## config.mk

```make
export PLATFORM = sky130hd
export DESIGN_NAME = accum_feeder
export DESIGN_NICKNAME = d
export VERILOG_FILES = /design/src/rtl/accum_pkg.sv /design/src/rtl/strobe_timer.sv /design/src/rtl/accum_feeder.sv
export SDC_FILE = /design/constraint.sdc
export NUM_CORES = 1
export LEC_CHECK = 0
export ABC_AREA = 1
export ABC_CLOCK_PERIOD_IN_PS = 3900
export CAP_MARGIN = 20
export CORE_MARGIN = 8
export CORE_UTILIZATION = 50
export DETAILED_ROUTE_END_ITERATION = 10
export GPL_ROUTABILITY_DRIVEN = 0
export PLACE_DENSITY_LB_ADDON = 0.12
export SETUP_SLACK_MARGIN = 0.15
export SYNTH_ARGS = -nofsm -noshare
export SYNTH_HDL_FRONTEND = slang
export SYNTH_SLANG_ARGS = --single-unit
```

## constraint.sdc

```tcl
create_clock -name clk -period 3.9 [get_ports clk]
set_input_delay 0.39 -clock clk [delete_from_list [all_inputs] [get_ports clk]]
set_output_delay 0.39 -clock clk [all_outputs]
set_load 0.05 [all_outputs]
```

## src/rtl/accum_pkg.sv

```systemverilog
// Shared types and constants for the accumulator feeder and its window timer.
package accum_pkg;

   localparam int unsigned DATA_W       = 8;
   localparam int unsigned TMR_W        = 8;
   localparam int unsigned LOW_CYC_DEF  = 2;
   localparam int unsigned HIGH_CYC_DEF = 2;

   typedef enum logic [2:0] {
      ST_IDLE = 3'd0,
      ST_LOAD = 3'd1,
      ST_LOW  = 3'd2,
      ST_HIGH = 3'd3,
      ST_DONE = 3'd4
   } state_e;

   // Delivery context latched on an accepted start.
   typedef struct packed {
      logic [DATA_W-1:0] rem;
      logic [DATA_W-1:0] stp;
   } feed_ctx_t;

endpackage

```

## src/rtl/strobe_timer.sv

```systemverilog
// Loadable down-counter with a registered zero flag; times the x low/high windows.
module strobe_timer
   import accum_pkg::*;
(
   input  logic             clk,
   input  logic             rst,
   input  logic             load_i,
   input  logic [TMR_W-1:0] load_val_i,
   input  logic             dec_i,
   output logic             zero_o
);

   logic [TMR_W-1:0] cnt_q, cnt_d;
   logic             zero_q;

   // Load has priority; decrement stops at zero.
   always_comb begin
      cnt_d = cnt_q;
      if (load_i) begin
         cnt_d = load_val_i;
      end else if (dec_i && (cnt_q != '0)) begin
         cnt_d = cnt_q - TMR_W'(1);
      end
   end

   always_ff @(posedge clk or negedge rst) begin
      if (!rst) begin
         cnt_q  <= '0;
         zero_q <= 1'b1;
      end else begin
         cnt_q  <= cnt_d;
         zero_q <= (cnt_d == '0);
      end
   end

   assign zero_o = zero_q;

endmodule

```

## src/rtl/accum_feeder.sv

```systemverilog
// Splits a target total into transfers of at most step, strobing each one to an
// edge-triggered accumulator on the falling edge of x.
module accum_feeder
   import accum_pkg::*;
#(
   parameter int unsigned LOW_CYC  = LOW_CYC_DEF,
   parameter int unsigned HIGH_CYC = HIGH_CYC_DEF
) (
   input  logic              clk,
   input  logic              rst,
   input  logic              start,
   input  logic [DATA_W-1:0] target,
   input  logic [DATA_W-1:0] step,
   output logic              x,
   output logic [DATA_W-1:0] value,
   output logic              busy,
   output logic              done,
   output logic [DATA_W-1:0] count
);

   state_e            state_q, state_d;
   feed_ctx_t         ctx_q, ctx_d;
   logic [DATA_W-1:0] value_q, value_d;
   logic [DATA_W-1:0] count_q, count_d;
   logic              x_q, busy_q, done_q;

   logic              tmr_load;
   logic [TMR_W-1:0]  tmr_val;
   logic              tmr_dec;
   logic              tmr_zero;

   logic [DATA_W-1:0] xfer_amt;
   logic [DATA_W-1:0] rem_after;
   logic [DATA_W-1:0] count_inc;

   // Transfer amount never exceeds rem, so the subtraction cannot underflow.
   always_comb begin
      xfer_amt  = (ctx_q.rem < ctx_q.stp) ? ctx_q.rem : ctx_q.stp;
      rem_after = ctx_q.rem - xfer_amt;
      count_inc = (count_q == '1) ? count_q : count_q + DATA_W'(1);
   end

   strobe_timer u_timer (
      .clk        (clk),
      .rst        (rst),
      .load_i     (tmr_load),
      .load_val_i (tmr_val),
      .dec_i      (tmr_dec),
      .zero_o     (tmr_zero)
   );

   always_comb begin
      state_d  = state_q;
      ctx_d    = ctx_q;
      value_d  = value_q;
      count_d  = count_q;
      tmr_load = 1'b0;
      tmr_val  = '0;
      tmr_dec  = 1'b0;

      unique case (state_q)
         ST_IDLE: begin
            if (start) begin
               ctx_d.rem = target;
               ctx_d.stp = (step == '0) ? DATA_W'(1) : step;
               count_d   = '0;
               state_d   = ST_LOAD;
            end
         end
         ST_LOAD: begin
            if (ctx_q.rem == '0) begin
               state_d = ST_DONE;
            end else begin
               value_d   = xfer_amt;
               ctx_d.rem = rem_after;
               count_d   = count_inc;
               tmr_load  = 1'b1;
               tmr_val   = TMR_W'(LOW_CYC - 1);
               state_d   = ST_LOW;
            end
         end
         ST_LOW: begin
            if (tmr_zero) begin
               tmr_load = 1'b1;
               tmr_val  = TMR_W'(HIGH_CYC - 1);
               state_d  = ST_HIGH;
            end else begin
               tmr_dec = 1'b1;
            end
         end
         ST_HIGH: begin
            if (tmr_zero) begin
               state_d = ST_LOAD;
            end else begin
               tmr_dec = 1'b1;
            end
         end
         ST_DONE: begin
            state_d = ST_IDLE;
         end
         default: begin
            state_d = ST_IDLE;
         end
      endcase
   end

   // Strobe and status outputs are registered from the next state.
   always_ff @(posedge clk or negedge rst) begin
      if (!rst) begin
         state_q <= ST_IDLE;
         ctx_q   <= '0;
         value_q <= '0;
         count_q <= '0;
         x_q     <= 1'b1;
         busy_q  <= 1'b0;
         done_q  <= 1'b0;
      end else begin
         state_q <= state_d;
         ctx_q   <= ctx_d;
         value_q <= value_d;
         count_q <= count_d;
         x_q     <= (state_d != ST_LOW);
         busy_q  <= (state_d != ST_IDLE);
         done_q  <= (state_d == ST_DONE);
      end
   end

   assign x     = x_q;
   assign value = value_q;
   assign busy  = busy_q;
   assign done  = done_q;
   assign count = count_q;

endmodule

```

==> flow_summary.yaml, run 1 <==
power_and_ir_drop:
  intPower_w: 0.00150
  ir_drop_v: 0.000426
  comb_power_share: 0.622
  seq_power_share: 0.279
  power_switching_w: 0.00160
  power_density_nw_per_um2: 923
  p_sw_frac: 0.516
  power_frac_clock: 0.098
  finalPower_w: 0.00309
  power.leakage_nw: 1.62
clock_network:
  clk_latency_ps: 310
  cts_tree: "yes"
  cts_root_buffer: "clkbuf_8"
  clock-sinks: 47
  clk_path_buf_depth: 2
  htree_levels: 2
  cts_setup_buffers: 0
  cts_buffers: 5
  clk_pin_slew_worst_paths_ps: 90
setup_path:
  ff2ff_path_depth: 21
  end_kind: "flop"
  r2r_start: "ctx_q[3]"
  r2r_slack_ps: 620
  critPathMaxFanout: 20
  worstReg2RegEnd: "ctx_q[14]"
  crit_type: "reg2reg"
  crit_path_start_kind: "flop"
  cp.arrival_ps: 3510
  cp.required_ps: 4130
sta:
  finalHoldViolCount: 0
  finalSetupViolations: 0
  max_slew.worst_pin.slew_ps: 592
  tns_ps: 0
  rsz0062_at_grt: "no"
  relSlewSlack: 0.606
  clock_skew_ps: 6.37
  timing.fmax_mhz: 305
  layout_worst_path_cycle_share: 0.841
  period_minus_slack_ps: 3280
  drv_slew: 0
grt:
  grt_pass1_vias: 2270
  track_usage: 0.161
  grt_first_pass_wirelength_um: 10900
  grt_overflow: 0
  grt_max_degree: 48
  antenna_found_initial: 0
synth:
  synth_edf_count: 0
  synthTopCellsByCount: "nand2_1, inv_1, dfrtp_1, nor2_1, o21ai_0"
  synth_top_area_share: 0.399
  synth_area_um2: 2830
  ys_ff_latch: 47
  yosys.cell_count.top_type: "nand2_1"
  synth_flop_cell: "dfrtp_1"
  yosys_warnings: 0
  yosysSeqAreaShare: 0.417
  synth-async-reset-ratio: 1.00
  yosys.area.top_type: "dfrtp_1"
  synth_nets: 387
  synth_area_leaders: "dfrtp_1, nand2_1, inv_1"
  netlist-cell-type-count: 40
  synthCells: 352
  syn-mean-instance-area_um2: 8.03
die:
  die-area_um2: 8310
  rows: 27
  fp.coreArea_um2: 5470
  initial_core_util: 0.516
  io_pins: 38
  die_w_um: 91.2
  die_h_um: 91.2
routing:
  drtAntennaViolNets: 0
  wl_um: 6310
  via_count: 2361
  drc: 0
  viasPerCell: 5.08
  firstDrtPassIters: 4
  routedWlPerCell_um: 13.6
  drt_iter0_markers: 139
final_layout:
  area_delta_synth_final_pct: 18.6
  nNetsFinal: 427
  antennaDiodeCount: 0
  regArea_um2: 1180
  drive_gt1_frac: 0.0865
  fin_util: 0.612
  final.fill_count: 511
  multi_input_area_um2: 1400
run:
  maxCapViolCount: 0
status:
  status: "completed"
hold_path:
  hold_path.class: "in2async"
placed_design:
  hpwl_um: 4740
  io_buffers: 37
[through the flow]
| step | hold WS (ps) | instance area [um^2] | worst slack (ps) | std cells |
|---|---|---|---|---|
| final | 160 | 3350 | 622 | 465 |
| after global routing | 215 | 3350 | 209 | 465 |
| after CTS | 190 | 3350 | 557 | 465 |
| after detailed placement | 474 | 3260 | 606 | 457 |
| after global placement | 465 | 3260 | 679 | 457 |
| after floorplan | 94.4 | 2830 | 1070 | 352 |
[cells in the final DEF, fill, tap and decap left out, types with 3 or more instances in the layout]
cell,synthesis,routed
nand2_1,74,74
inv_1,52,52
dfrtp_1,45,45
clkdlybuf4s50_1,0,36
nor2_1,34,34
o21ai_0,31,30
a21oi_1,22,22
nand3_1,20,20
ha_1,15,15
nor3_1,8,8
clkbuf_8,0,5
nor2_4,4,4
xor2_1,4,4
nand4_1,4,4
inv_2,3,3
[cells by family after synthesis]
kind of cell | after synthesis | share of synthesized area
compound gates | 63 | 0.120
xor+xnor | 5 | 0.0155
fa+ha+maj | 16 | 0.0735
buf+inv | 61 | 0.0868
flops | 47 | 0.417
simple gates | 160 | 0.287
[power groups by stage]
stage               Sequential, W  Clock (W)  Combinational, W
global route             0.000896   0.000333           0.00219
detailed placement       0.000871          0           0.00189
finish                   0.000864   0.000304           0.00193
global placement         0.000867          0           0.00185
floorplan                 0.00108          0           0.00122
CTS                      0.000863   0.000313           0.00192
[layout make-up]
type	count	area share
clock buffer	6	0.0217
clock inverter	2	0.00523
inverter	56	0.0650
multi-input combinational	244	0.418
sequential	47	0.352
tap	72	0.0269
timing repair buffer	38	0.111
[sequential cells by signal (all words and copies together) (netlist names)]
signal / count
busy: 1
state_q: 3
ctx_q: 16
count: 8
u_timer.zero_o: 1
x: 1
done: 1
value: 8
u_timer.cnt_q: 8
[per-layer routing]
| metal | share of wire | track usage | up-vias |
|---|---|---|---|
| met5 | 0 | 0 | - |
| met4 | 0.019 | 0.0587 | 0 |
| met3 | 0.058 | 0.0477 | 9 |
| met2 | 0.47 | 0.259 | 47 |
| met1 | 0.45 | 0.200 | 1082 |
| li1 | - | - | 1223 |
[critical path, cell delays in order (launching register included)]
cell     delay (ps)
dfrtp_1         400
inv_1            90
ha_1            310
nand2_1          80
inv_1            40
nand2_1          50
nand2_1          50
nand2_1          90
nand2_1         340
o21ai_1         300
ha_1            190
inv_1            80
fa_1            400
nand2_1          80
inv_1            50
nor2_1           80
o21ai_0         140
nand2_1         120
nand2_1          60
nand2_1          50
nand3_1          60
a21oi_1         130
[worst max-delay path by stage]
stage / endpoint / slack (ps) / cells past startpoint / start
6_report: ctx_q[14] / 620 / 21 / ctx_q[3]
5_1_grt: ctx_q[14] / 210 / 21 / ctx_q[3]
4_1_cts: ctx_q[14] / 560 / 21 / ctx_q[3]
3_5_place_dp: ctx_q[14] / 610 / 21 / ctx_q[3]
3_3_place_gp: ctx_q[14] / 680 / 21 / ctx_q[3]
2_1_floorplan: ctx_q[14] / 1070 / 23 / ctx_q[3]
[what timing repair did]
action	in CTS	in global routing
hold buffers	0	0
setup endpoints to repair	0	1
resized for setup	0	1
No activity file was read; power rests on OpenSTA's default activity.
==> run 2, diff against run 1 <==
--- a/config.mk
+++ b/config.mk
@@ -6,7 +6,7 @@
 export NUM_CORES = 1
 export LEC_CHECK = 0
 export ABC_AREA = 1
-export ABC_CLOCK_PERIOD_IN_PS = 3900
+export ABC_CLOCK_PERIOD_IN_PS = 2900
 export CAP_MARGIN = 20
 export CORE_MARGIN = 8
 export CORE_UTILIZATION = 50
==> constraint.sdc (replaced) <==
create_clock -name clk -period 2.9 [get_ports clk]
set_input_delay 0.29 -clock clk [delete_from_list [all_inputs] [get_ports clk]]
set_output_delay 0.29 -clock clk [all_outputs]
set_load 0.05 [all_outputs]
==> run 2 against run 1 <==
Net effect: global-route usage increased by 0.17 points; clock skew rose by 4.0 ps; critical path depth shrank 2; power up 57%; via count increased by 5.1%; count of clock-buffer cells in the layout is the same.
==> flow_summary.yaml, run 2 (synthesis gave the netlist of run 1 again) <==
status:
  status: "completed"
sta:
  drv_slew: 0
  relSlewSlack: 0.628
  timing.fmax_mhz: 369
  setup_slack_ps: 190
  rsz0062_at_grt: "yes"
  finalHoldViolCount: 0
  layout_worst_path_cycle_share: 0.935
  finalSetupViolations: 0
  period_minus_slack_ps: 2710
  max_slew.worst_pin.slew_ps: 553
  clock_skew_ps: 10.4
  tns_ps: 0
grt:
  track_usage: 0.163
  grt_first_pass_wirelength_um: 11300
  grt_overflow: 0
  antenna_found_initial: 0
  grt_max_degree: 48
  grt_pass1_vias: 2530
routing:
  drtAntennaViolNets: 0
  viasPerCell: 5.11
  wl_um: 6580
  routedWlPerCell_um: 13.5
  via_count: 2482
  drc: 0
  drt_iter0_markers: 139
  firstDrtPassIters: 4
final_layout:
  largest-register: "ctx_q"
  antennaDiodeCount: 0
  fin_util: 0.663
  final.fill_count: 475
  nNetsFinal: 448
  stdcell_count: 486
  drive_gt1_frac: 0.167
  final_common_cell: "nand2_1"
  area_delta_synth_final_pct: 28.3
  regArea_um2: 1180
  largest_reg_flops: 16
  final_cell_mix: "nand2_1, inv_1, dfrtp_1, clkdlybuf4s50_1, nor2_1"
  multi_input_area_um2: 1460
clock_network:
  clk_path_buf_depth: 2
  clk_pin_slew_worst_paths_ps: 90
  htree_levels: 2
  cts_tree: "yes"
  clk_latency_ps: 300
  clock-sinks: 47
  cts_root_buffer: "clkbuf_8"
  cts_buffers: 5
placed_design:
  dp_slack_ps: 41.6
  dp.cells: 467
  io_buffers: 37
  hpwl_um: 4960
die:
  rows: 27
  die-area_um2: 8310
  die_w_um: 91.2
  initial_core_util: 0.516
  io_pins: 38
  die_h_um: 91.2
  fp.coreArea_um2: 5470
power_and_ir_drop:
  seq_power_share: 0.234
  comb_power_share: 0.649
  p_sw_frac: 0.474
  power_switching_w: 0.00230
  ir_drop_v: 0.000667
  power.leakage_nw: 1.75
  finalPower_w: 0.00485
  power_density_nw_per_um2: 1340
  intPower_w: 0.00255
  power_frac_clock: 0.117
setup_path:
  end_kind: "flop"
  crit_type: "reg2reg"
  cp.required_ps: 3120
  cp.arrival_ps: 2930
  crit_path_start_kind: "flop"
  critPathMaxFanout: 8
hold_path:
  hold_path.class: "in2async"
run:
  maxCapViolCount: 0
-- run 2: changes by cell type in the layout (fill, tap and decap cells not counted), moves of 2 or more --
cell,delta
clkinv_4,-2
o21ai_1,+2
nand2_4,+2
nand2_1,-3
ha_1,-2
inv_2,+3
inv_1,-3
buf_4,+19
o21ai_0,-4
bufinv_16,+2
-- run 2: critical path, cell delays in order, from the launching register on --
cell	delay, ps
dfrtp_1	400
inv_2	100
ha_4	210
a21oi_1	150
nand2_1	100
nand2_2	110
nand2_4	100
o21ai_4	150
ha_2	190
inv_2	40
fa_2	330
nand2_1	80
inv_2	40
nor2_2	100
o21ai_2	100
nand2_1	100
nand2_1	60
nand2_1	50
nand3_1	60
a21oi_1	160
-- run 2: final cells by class --
| type | instances | area share |
|---|---|---|
| clock buffers | 6 | 0.0200 |
| clock inverters | 2 | 0.0166 |
| inverters | 56 | 0.0600 |
| multi-input cells | 244 | 0.403 |
| flip-flops and latches | 47 | 0.325 |
| well taps | 72 | 0.0248 |
| repair buffers | 59 | 0.150 |
-- run 2: per-layer routing --
layer / vias to the layer above / GRT usage / wire length [um]
li1: 1259 / - / -
met3: 6 / 0.0321 / 266
met1: 1163 / 0.194 / 3010
met5: - / 0 / 0
met2: 54 / 0.285 / 3210
met4: 0 / 0.0559 / 91
-- run 2: power groups by stage --
stage                     registers, W  clock network (W)  logic, W
after floorplan                0.00146                  0   0.00166
after global placement         0.00114                  0   0.00265
after detailed placement       0.00115                  0   0.00272
after CTS                      0.00113           0.000586   0.00279
after global routing           0.00116           0.000607   0.00354
final                          0.00113           0.000568   0.00315
-- run 2: what timing repair did --
action,CTS,global route
cloned,0,0
pin swaps,2,8
resized for setup,3,19
hold buffers,0,1
buffers inserted,3,6
endpoints found under the setup margin,4,6
hold endpoints to repair,0,14
-- run 2: metrics by stage --
stage,hold slack (ps),cell area [um^2]
6_report,421,3630
5_1_grt,441,3630
4_1_cts,198,3500
3_5_place_dp,473,3340
3_3_place_gp,464,3340
2_1_floorplan,-5.59,2830
-- run 2: path summary, 6_finish.rpt --
kind	start	to	slack, ps	cells past startpoint
setup / recovery	ctx_q[3]	ctx_q[14]	190	19
hold / removal	rst	value[1]	420	2
setup reg to reg	ctx_q[3]	ctx_q[14]	190	19
hold reg to reg	value[6]	value[6]	490	2
max in group asynchronous	rst	u_timer.zero_o	1910	3
min in group clk	value[6]	value[6]	490	2
